## src/rtl/sid_bus_multi.sv

```systemverilog
`default_nettype none
// ============================================================================
//  Module   : sid_bus_multi
//  Purpose  : Multi-SID bus front end. Turns sampled C64 bus cycles into
//             per-core register writes, returns read data, emulates each
//             chip's decaying data-bus latch and runs the magic-byte unlock
//             sequence that selects each chip's model (6581 / 8580).
//  Ports    : clk, rst_n        clock, asynchronous active-low reset
//             tick              phi2 strobe clocking the decay counters
//             bus_valid, cs,    bus access qualifier, chip selects,
//             addr, data_i, we  register address, write data, direction
//             oe                host read enable (gates data_oe)
//             res               synchronous SID chip reset (bus RES)
//             ro_bytes          per-SID {POTX,POTY,OSC3,ENV3}
//             reg_we/sel/addr/data  registered write towards the cores
//             reg_clr           clear-all pulse on RES rising edge
//             data_o, data_oe   read data and its valid/drive enable
//             model_o           per-SID model (0=MOS6581, 1=MOS8580)
//  Revision : 1.0  initial release
// ============================================================================
module sid_bus_multi #(
   parameter int                 N_SID      = 2,
   parameter int                 DECAY_W    = 24,
   parameter logic [DECAY_W-1:0] DECAY_6581 = DECAY_W'(24'h001d00),
   parameter logic [DECAY_W-1:0] DECAY_8580 = DECAY_W'(24'h0a2000),
   parameter logic [N_SID-1:0]   MODEL_RST  = '0
) (
   input  logic                 clk,
   input  logic                 rst_n,
   input  logic                 tick,
   input  logic                 bus_valid,
   input  logic [N_SID-1:0]     cs,
   input  logic [4:0]           addr,
   input  logic [7:0]           data_i,
   input  logic                 we,
   input  logic                 oe,
   input  logic                 res,
   input  logic [N_SID*32-1:0]  ro_bytes,
   output logic                 reg_we,
   output logic [N_SID-1:0]     reg_sel,
   output logic [4:0]           reg_addr,
   output logic [7:0]           reg_data,
   output logic                 reg_clr,
   output logic [7:0]           data_o,
   output logic                 data_oe,
   output logic [N_SID-1:0]     model_o
);

   localparam int SID_W = (N_SID > 1) ? $clog2(N_SID) : 1;

   localparam logic [4:0] ADDR_MAGIC = 5'h1F;
   localparam logic [4:0] ADDR_MODEL = 5'h1E;
   localparam logic [4:0] ADDR_RO_LO = 5'h19;
   localparam logic [4:0] ADDR_RO_HI = 5'h1C;
   localparam logic [7:0] MAGIC_0    = 8'h52;
   localparam logic [7:0] MAGIC_1    = 8'h44;
   localparam logic [7:0] MAGIC_2    = 8'h49;
   localparam logic [7:0] MAGIC_3    = 8'h50;

   typedef enum logic [2:0] {
      ST_IDLE = 3'd0,
      ST_M1   = 3'd1,
      ST_M2   = 3'd2,
      ST_M3   = 3'd3,
      ST_UNLK = 3'd4
   } state_e;

   // ------------------------------------------------------------------------
   // Access decode
   // ------------------------------------------------------------------------
   logic [SID_W-1:0] sid;
   logic             acc;
   logic             wr;
   logic             rd;
   logic             ro_hit;
   logic [31:0]      ro_arr [N_SID];
   logic [31:0]      ro_word;
   logic [7:0]       ro_byte;

   // Lowest-numbered asserted chip select wins.
   always_comb begin
      sid = '0;
      for (int i = N_SID - 1; i >= 0; i--) begin
         if (cs[i]) sid = SID_W'(i);
      end
   end

   // RES masks every bus access in the cycle it is high.
   assign acc    = bus_valid & (|cs) & ~res;
   assign wr     = acc & we;
   assign rd     = acc & ~we;
   assign ro_hit = (addr >= ADDR_RO_LO) && (addr <= ADDR_RO_HI);

   for (genvar g = 0; g < N_SID; g++) begin : g_ro
      assign ro_arr[g] = ro_bytes[32*g +: 32];
   end

   assign ro_word = ro_arr[sid];

   // POTX sits in the MSB of each 32-bit group, ENV3 in the LSB.
   always_comb begin
      ro_byte = ro_word[7:0];
      case (addr)
         5'h19:   ro_byte = ro_word[31:24];
         5'h1A:   ro_byte = ro_word[23:16];
         5'h1B:   ro_byte = ro_word[15:8];
         default: ro_byte = ro_word[7:0];
      endcase
   end

   // ------------------------------------------------------------------------
   // Magic unlock FSM (one shared instance) and model register
   // ------------------------------------------------------------------------
   state_e           state_q, state_d;
   logic [SID_W-1:0] msid_q, msid_d;
   logic [N_SID-1:0] model_q, model_d;

   always_ff @(posedge clk or negedge rst_n) begin
      if (!rst_n) begin
         state_q <= ST_IDLE;
         msid_q  <= '0;
         model_q <= MODEL_RST;
      end else begin
         state_q <= state_d;
         msid_q  <= msid_d;
         model_q <= model_d;
      end
   end

   always_comb begin
      state_d = state_q;
      msid_d  = msid_q;
      model_d = model_q;
      if (res) begin
         state_d = ST_IDLE;
      end else if (wr) begin
         // Any write that does not advance the sequence drops back to idle.
         state_d = ST_IDLE;
         case (state_q)
            ST_M1: if (addr == ADDR_MAGIC && data_i == MAGIC_1 && sid == msid_q) state_d = ST_M2;
            ST_M2: if (addr == ADDR_MAGIC && data_i == MAGIC_2 && sid == msid_q) state_d = ST_M3;
            ST_M3: if (addr == ADDR_MAGIC && data_i == MAGIC_3 && sid == msid_q) state_d = ST_UNLK;
            ST_UNLK: begin
               if (addr == ADDR_MODEL && sid == msid_q) model_d[msid_q] = data_i[0];
            end
            default: ;
         endcase
         // The first magic byte always (re)starts the sequence on this chip.
         if (addr == ADDR_MAGIC && data_i == MAGIC_0) begin
            state_d = ST_M1;
            msid_d  = sid;
         end
      end
   end

   assign model_o = model_q;

   // ------------------------------------------------------------------------
   // Per-SID bus latch with decay
   // ------------------------------------------------------------------------
   logic [7:0]         latch_q [N_SID];
   logic [7:0]         latch_d [N_SID];
   logic [DECAY_W-1:0] decay_q [N_SID];
   logic [DECAY_W-1:0] decay_d [N_SID];

   always_comb begin
      logic [DECAY_W-1:0] reload;
      logic               hit;
      reload = DECAY_6581;
      hit    = 1'b0;
      for (int i = 0; i < N_SID; i++) begin
         // model_d so that a model change reloads with the new chip's timing.
         reload     = model_d[i] ? DECAY_8580 : DECAY_6581;
         hit        = (sid == SID_W'(i));
         latch_d[i] = latch_q[i];
         decay_d[i] = decay_q[i];
         if (res) begin
            latch_d[i] = '0;
            decay_d[i] = reload;
         end else if (wr && hit) begin
            latch_d[i] = data_i;
            decay_d[i] = reload;
         end else if (rd && hit && ro_hit) begin
            latch_d[i] = ro_byte;
            decay_d[i] = reload;
         end else if (tick && decay_q[i] != '0) begin
            decay_d[i] = decay_q[i] - DECAY_W'(1);
            if (decay_q[i] == DECAY_W'(1)) latch_d[i] = '0;
         end
      end
   end

   always_ff @(posedge clk or negedge rst_n) begin
      if (!rst_n) begin
         for (int i = 0; i < N_SID; i++) begin
            latch_q[i] <= '0;
            decay_q[i] <= MODEL_RST[i] ? DECAY_8580 : DECAY_6581;
         end
      end else begin
         latch_q <= latch_d;
         decay_q <= decay_d;
      end
   end

   // ------------------------------------------------------------------------
   // Output registers
   // ------------------------------------------------------------------------
   logic             reg_we_q,   reg_we_d;
   logic [N_SID-1:0] reg_sel_q,  reg_sel_d;
   logic [4:0]       reg_addr_q, reg_addr_d;
   logic [7:0]       reg_data_q, reg_data_d;
   logic             reg_clr_q,  reg_clr_d;
   logic             res_q,      res_d;
   logic [7:0]       data_o_q,   data_o_d;
   logic             data_oe_q,  data_oe_d;

   always_comb begin
      reg_we_d   = wr;
      reg_sel_d  = reg_sel_q;
      reg_addr_d = reg_addr_q;
      reg_data_d = reg_data_q;
      if (wr) begin
         reg_sel_d  = N_SID'(1) << sid;
         reg_addr_d = addr;
         reg_data_d = data_i;
      end

      res_d     = res;
      reg_clr_d = res & ~res_q;

      data_o_d = data_o_q;
      if (rd) data_o_d = ro_hit ? ro_byte : latch_q[sid];

      // A read sets the enable even when oe is low; it then drops a cycle later.
      data_oe_d = data_oe_q;
      if (res)                      data_oe_d = 1'b0;
      else if (rd)                  data_oe_d = 1'b1;
      else if (bus_valid && ~(|cs)) data_oe_d = 1'b0;
      else if (!oe)                 data_oe_d = 1'b0;
   end

   always_ff @(posedge clk or negedge rst_n) begin
      if (!rst_n) begin
         reg_we_q   <= 1'b0;
         reg_sel_q  <= '0;
         reg_addr_q <= '0;
         reg_data_q <= '0;
         reg_clr_q  <= 1'b0;
         res_q      <= 1'b0;
         data_o_q   <= '0;
         data_oe_q  <= 1'b0;
      end else begin
         reg_we_q   <= reg_we_d;
         reg_sel_q  <= reg_sel_d;
         reg_addr_q <= reg_addr_d;
         reg_data_q <= reg_data_d;
         reg_clr_q  <= reg_clr_d;
         res_q      <= res_d;
         data_o_q   <= data_o_d;
         data_oe_q  <= data_oe_d;
      end
   end

   assign reg_we   = reg_we_q;
   assign reg_sel  = reg_sel_q;
   assign reg_addr = reg_addr_q;
   assign reg_data = reg_data_q;
   assign reg_clr  = reg_clr_q;
   assign data_o   = data_o_q;
   assign data_oe  = data_oe_q;

endmodule
`default_nettype wire

```

## config.mk

```make
export PLATFORM = sky130hd
export DESIGN_NAME = sid_bus_multi
export DESIGN_NICKNAME = d
export VERILOG_FILES = /design/src/rtl/sid_bus_multi.sv
export SDC_FILE = /design/constraint.sdc
export NUM_CORES = 1
export LEC_CHECK = 0
export BUFFER_PORTS_ARGS = -buffer_cell sky130_fd_sc_hd__buf_2
export CAP_MARGIN = 10
export CORE_UTILIZATION = 56
export DETAILED_ROUTE_END_ITERATION = 10
export HOLD_SLACK_MARGIN = 0.12
export PLACE_DENSITY = 0.81
export SETUP_SLACK_MARGIN = 0.02
export SYNTH_ARGS = -nofsm -noshare
export SYNTH_HDL_FRONTEND = slang
export SYNTH_SLANG_ARGS = --single-unit
```

## constraint.sdc

```tcl
create_clock -name clk -period 2.66 [get_ports clk]
set_input_delay 0.133 -clock clk [delete_from_list [all_inputs] [get_ports clk]]
set_output_delay 0.133 -clock clk [all_outputs]
set_load 0.03 [all_outputs]
```

==> results.toml <==
[run_status]
status = "complete, no violations"

[power_and_ir_drop]
power_frac_comb = 0.255
p_clk_frac = 0.274
switching_share = 0.340
p_total_mw = 3.61
power_switching_mw = 1.23
peakVddDrop_v = 0.000300
powerDensity_nw_per_um2 = 529
p_leak_nw = 3.09
internal_power_mw = 2.39
seqPwrFrac = 0.472

[die]
ioPinCount = 114
rows = 36
core_region_area_um2 = 9820
die_x_um = 103
initial_core_util = 0.580
die_area_um2 = 10600
dieHeight_um = 103

[place]
port_buffers = 113
placed_area_um2 = 6460
gp_congestion = 0.893
dp_hpwl_um = 11400

[critical_path]
crit_type = "reg -> reg"
end_kind = "flip-flop"
cp-start-kind = "flip-flop"
cp_max_fo = 16
timing.rr.end = "decay_q[41]"
crit_chain = "or4_4 -> or4b_4 -> o2111ai_4 -> nor3_1 -> o31a_1"
required_ps = 2930
cp_slowest_stage_delay_ps = 660
rr_startpoint = "decay_q[40]"
crit_arrival_ps = 2740
r2r_slack_ps = 200
cp_slowest_cell = "or4b_4"
r2r_cells = 5

[timing]
setup_tns_ps = 0
fin_crit_ps = 2460
worst_pin_slew_ps = 992
max_slew_margin = 0.336
fin_crit_sh = 0.927
drv_slew = 0
finalHoldViolations = 0
rsz0062_at_grt = "no"
setup-violations-final = 0
skew_ps = 13.5
fmaxAchievable_mhz = 406

[job]
maxCapViolations = 0

[final_layout]
finish.utilization = 0.696
n_antenna_cell = 0
drive_gt1_frac = 0.245
final_cell_area_um2 = 6830
fin_nets = 837
syn_to_final_growth_pct = 20.0

[global_routing]
grt_overflow = 0
grt_pass1_wl_um = 25300
track_usage = 0.310
first_global_vias = 5511
antenna_found_initial = 0
grt_max_degree = 51

[synth]
synth_edf_count = 0
ys.flop_type = "dfrtp_1"
syn_inst = 615
ys_ff_latch = 97
synth_seq_area_share = 0.428
synth_nets = 707
synthDistinctLibCells = 64
syn_avg_cell_area_um2 = 9.26
ys_warn_count = 0
syn_area_um2 = 5690
yosysTopAreaCellShare = 0.391
synth.area.top_cells = "dfrtp_1 39%, nand2_1 5.7%, nor2_1 3.8%"
synth.largest_area_cell = "dfrtp_1"
async_reset_ff_frac = 1.00

[routing]
vias = 5546
viasPerCell = 6.28
wirelength_um = 16000
ant_nets = 0
drt_iter0_markers = 378
route.detailed.drc = 0
wire_per_inst_um = 18.2
firstDrtPassIters = 5

[clocking]
path_clk_slew_ps = 90
clock-sinks = 97
clk_path_buf_depth = 2
clock_tree.root_cell = "clkbuf_8"
cts_max_level = 3
cts_buffers = 9
cts_tree = "yes"
clk_latency_ps = 390

[worst_hold_path]
holdPathEnd = "state_q[0]"
hold_start = "we"
whs_path_depth = 3
hp-class = "in -> reg"
[power by group through the flow]
stage	sequential, mW	combinational (mW)	clock, mW
2_1_floorplan	1.83	0.462	0
4_1_cts	1.70	0.911	1.01
5_1_grt	1.72	1.01	1.06
3_5_place_dp	1.73	0.885	0
3_3_place_gp	1.72	0.856	0
6_report	1.70	0.920	0.990
[critical path, delay by kind of cell (launching register included)]
family / cells / cell delay (ps)
compound gates: 2 / 610
flops: 1 / 460
simple gates: 3 / 1280
[cell families after synthesis]
family,Yosys count,share of synthesized area
and+or+nand+nor,270,0.244
AOI/OAI and AO/OA,147,0.185
xor gates and xnor gates,24,0.0369
muxes,28,0.0606
buffers and inverters,43,0.0321
adders and majority gates,6,0.0132
DFF,97,0.428
[cell usage after synthesis, types with 7 or more instances]
master	n
nand3_1	8
mux2i_1	21
nor2_1	57
or4_1	14
xor2_1	18
inv_1	14
nor3_1	19
or2_2	7
nor4_1	14
nand4_1	12
o21ai_0	23
clkbuf_1	21
dfrtp_1	89
o31ai_1	15
nand2_1	86
o211ai_1	16
dfstp_2	8
a21oi_1	20
or3_1	17
a31oi_1	8
[how the worst max path moves through the flow]
| stage | slack [ps] | start | endpoint |
|---|---|---|---|
| 4_1_cts | 30 | addr[2] | latch_q[3] |
| 2_1_floorplan | 360 | decay_q[42] | decay_q[41] |
| 5_1_grt | 120 | decay_q[40] | decay_q[41] |
| 6_report | 200 | decay_q[40] | decay_q[41] |
| 3_3_place_gp | 270 | decay_q[42] | decay_q[41] |
| 3_5_place_dp | 130 | addr[1] | latch_q[3] |
[what timing repair did]
item,in CTS,in global routing
hold buffers,17,0
buffers inserted,0,0
gates resized for setup,0,1
setup endpoints to repair,0,8
endpoints found under the hold margin,71,0
[layout make-up]
class	count	area, µm²
repair buffers	148	886
well taps	133	166
clock inverters	6	68.8
clock buffers	10	128
multi-input cells	475	3090
fillers	771	2990
inverters	14	52.6
flip-flops and latches	97	2440
[registers in the layout, summed over array words and instances (netlist names)]
signal    flops
res_q         1
data_o        8
state_q       3
model_o       2
reg_we        1
reg_addr      5
reg_data      8
reg_sel       2
reg_clr       1
decay_q      48
data_oe       1
latch_q      16
msid_q        1
[stage by stage]
step,hold slack [ps],instances,setup slack [ps]
after floorplan,-163,615,361
after global placement,183,850,273
after detailed placement,185,850,127
after CTS,127,883,29.4
after global routing,168,883,122
final,145,883,195
[layer usage]
layer | routed length, µm | part of all wire | up-vias | global-route usage
li1 | - | - | 2550 | -
met1 | 6240 | 0.39 | 2686 | 0.368
met2 | 8230 | 0.51 | 256 | 0.532
met3 | 985 | 0.061 | 54 | 0.0529
met4 | 571 | 0.036 | 0 | 0.178
met5 | 0 | 0 | - | 0
[placed cells by master, fill, tap and decap left out, types with 16 or more instances in the layout]
master / synthesis / routed
o21ai_0: 23 / 23
o211ai_1: 16 / 16
a21oi_1: 20 / 20
dlygate4sd3_1: 0 / 17
or3_1: 17 / 17
dfrtp_1: 89 / 89
nor3_1: 19 / 19
buf_2: 5 / 112
nor2_1: 57 / 57
nand2_1: 86 / 86
mux2i_1: 21 / 21
xor2_1: 18 / 18
buf_4: 0 / 18
Power figures use the tool's default switching activity.
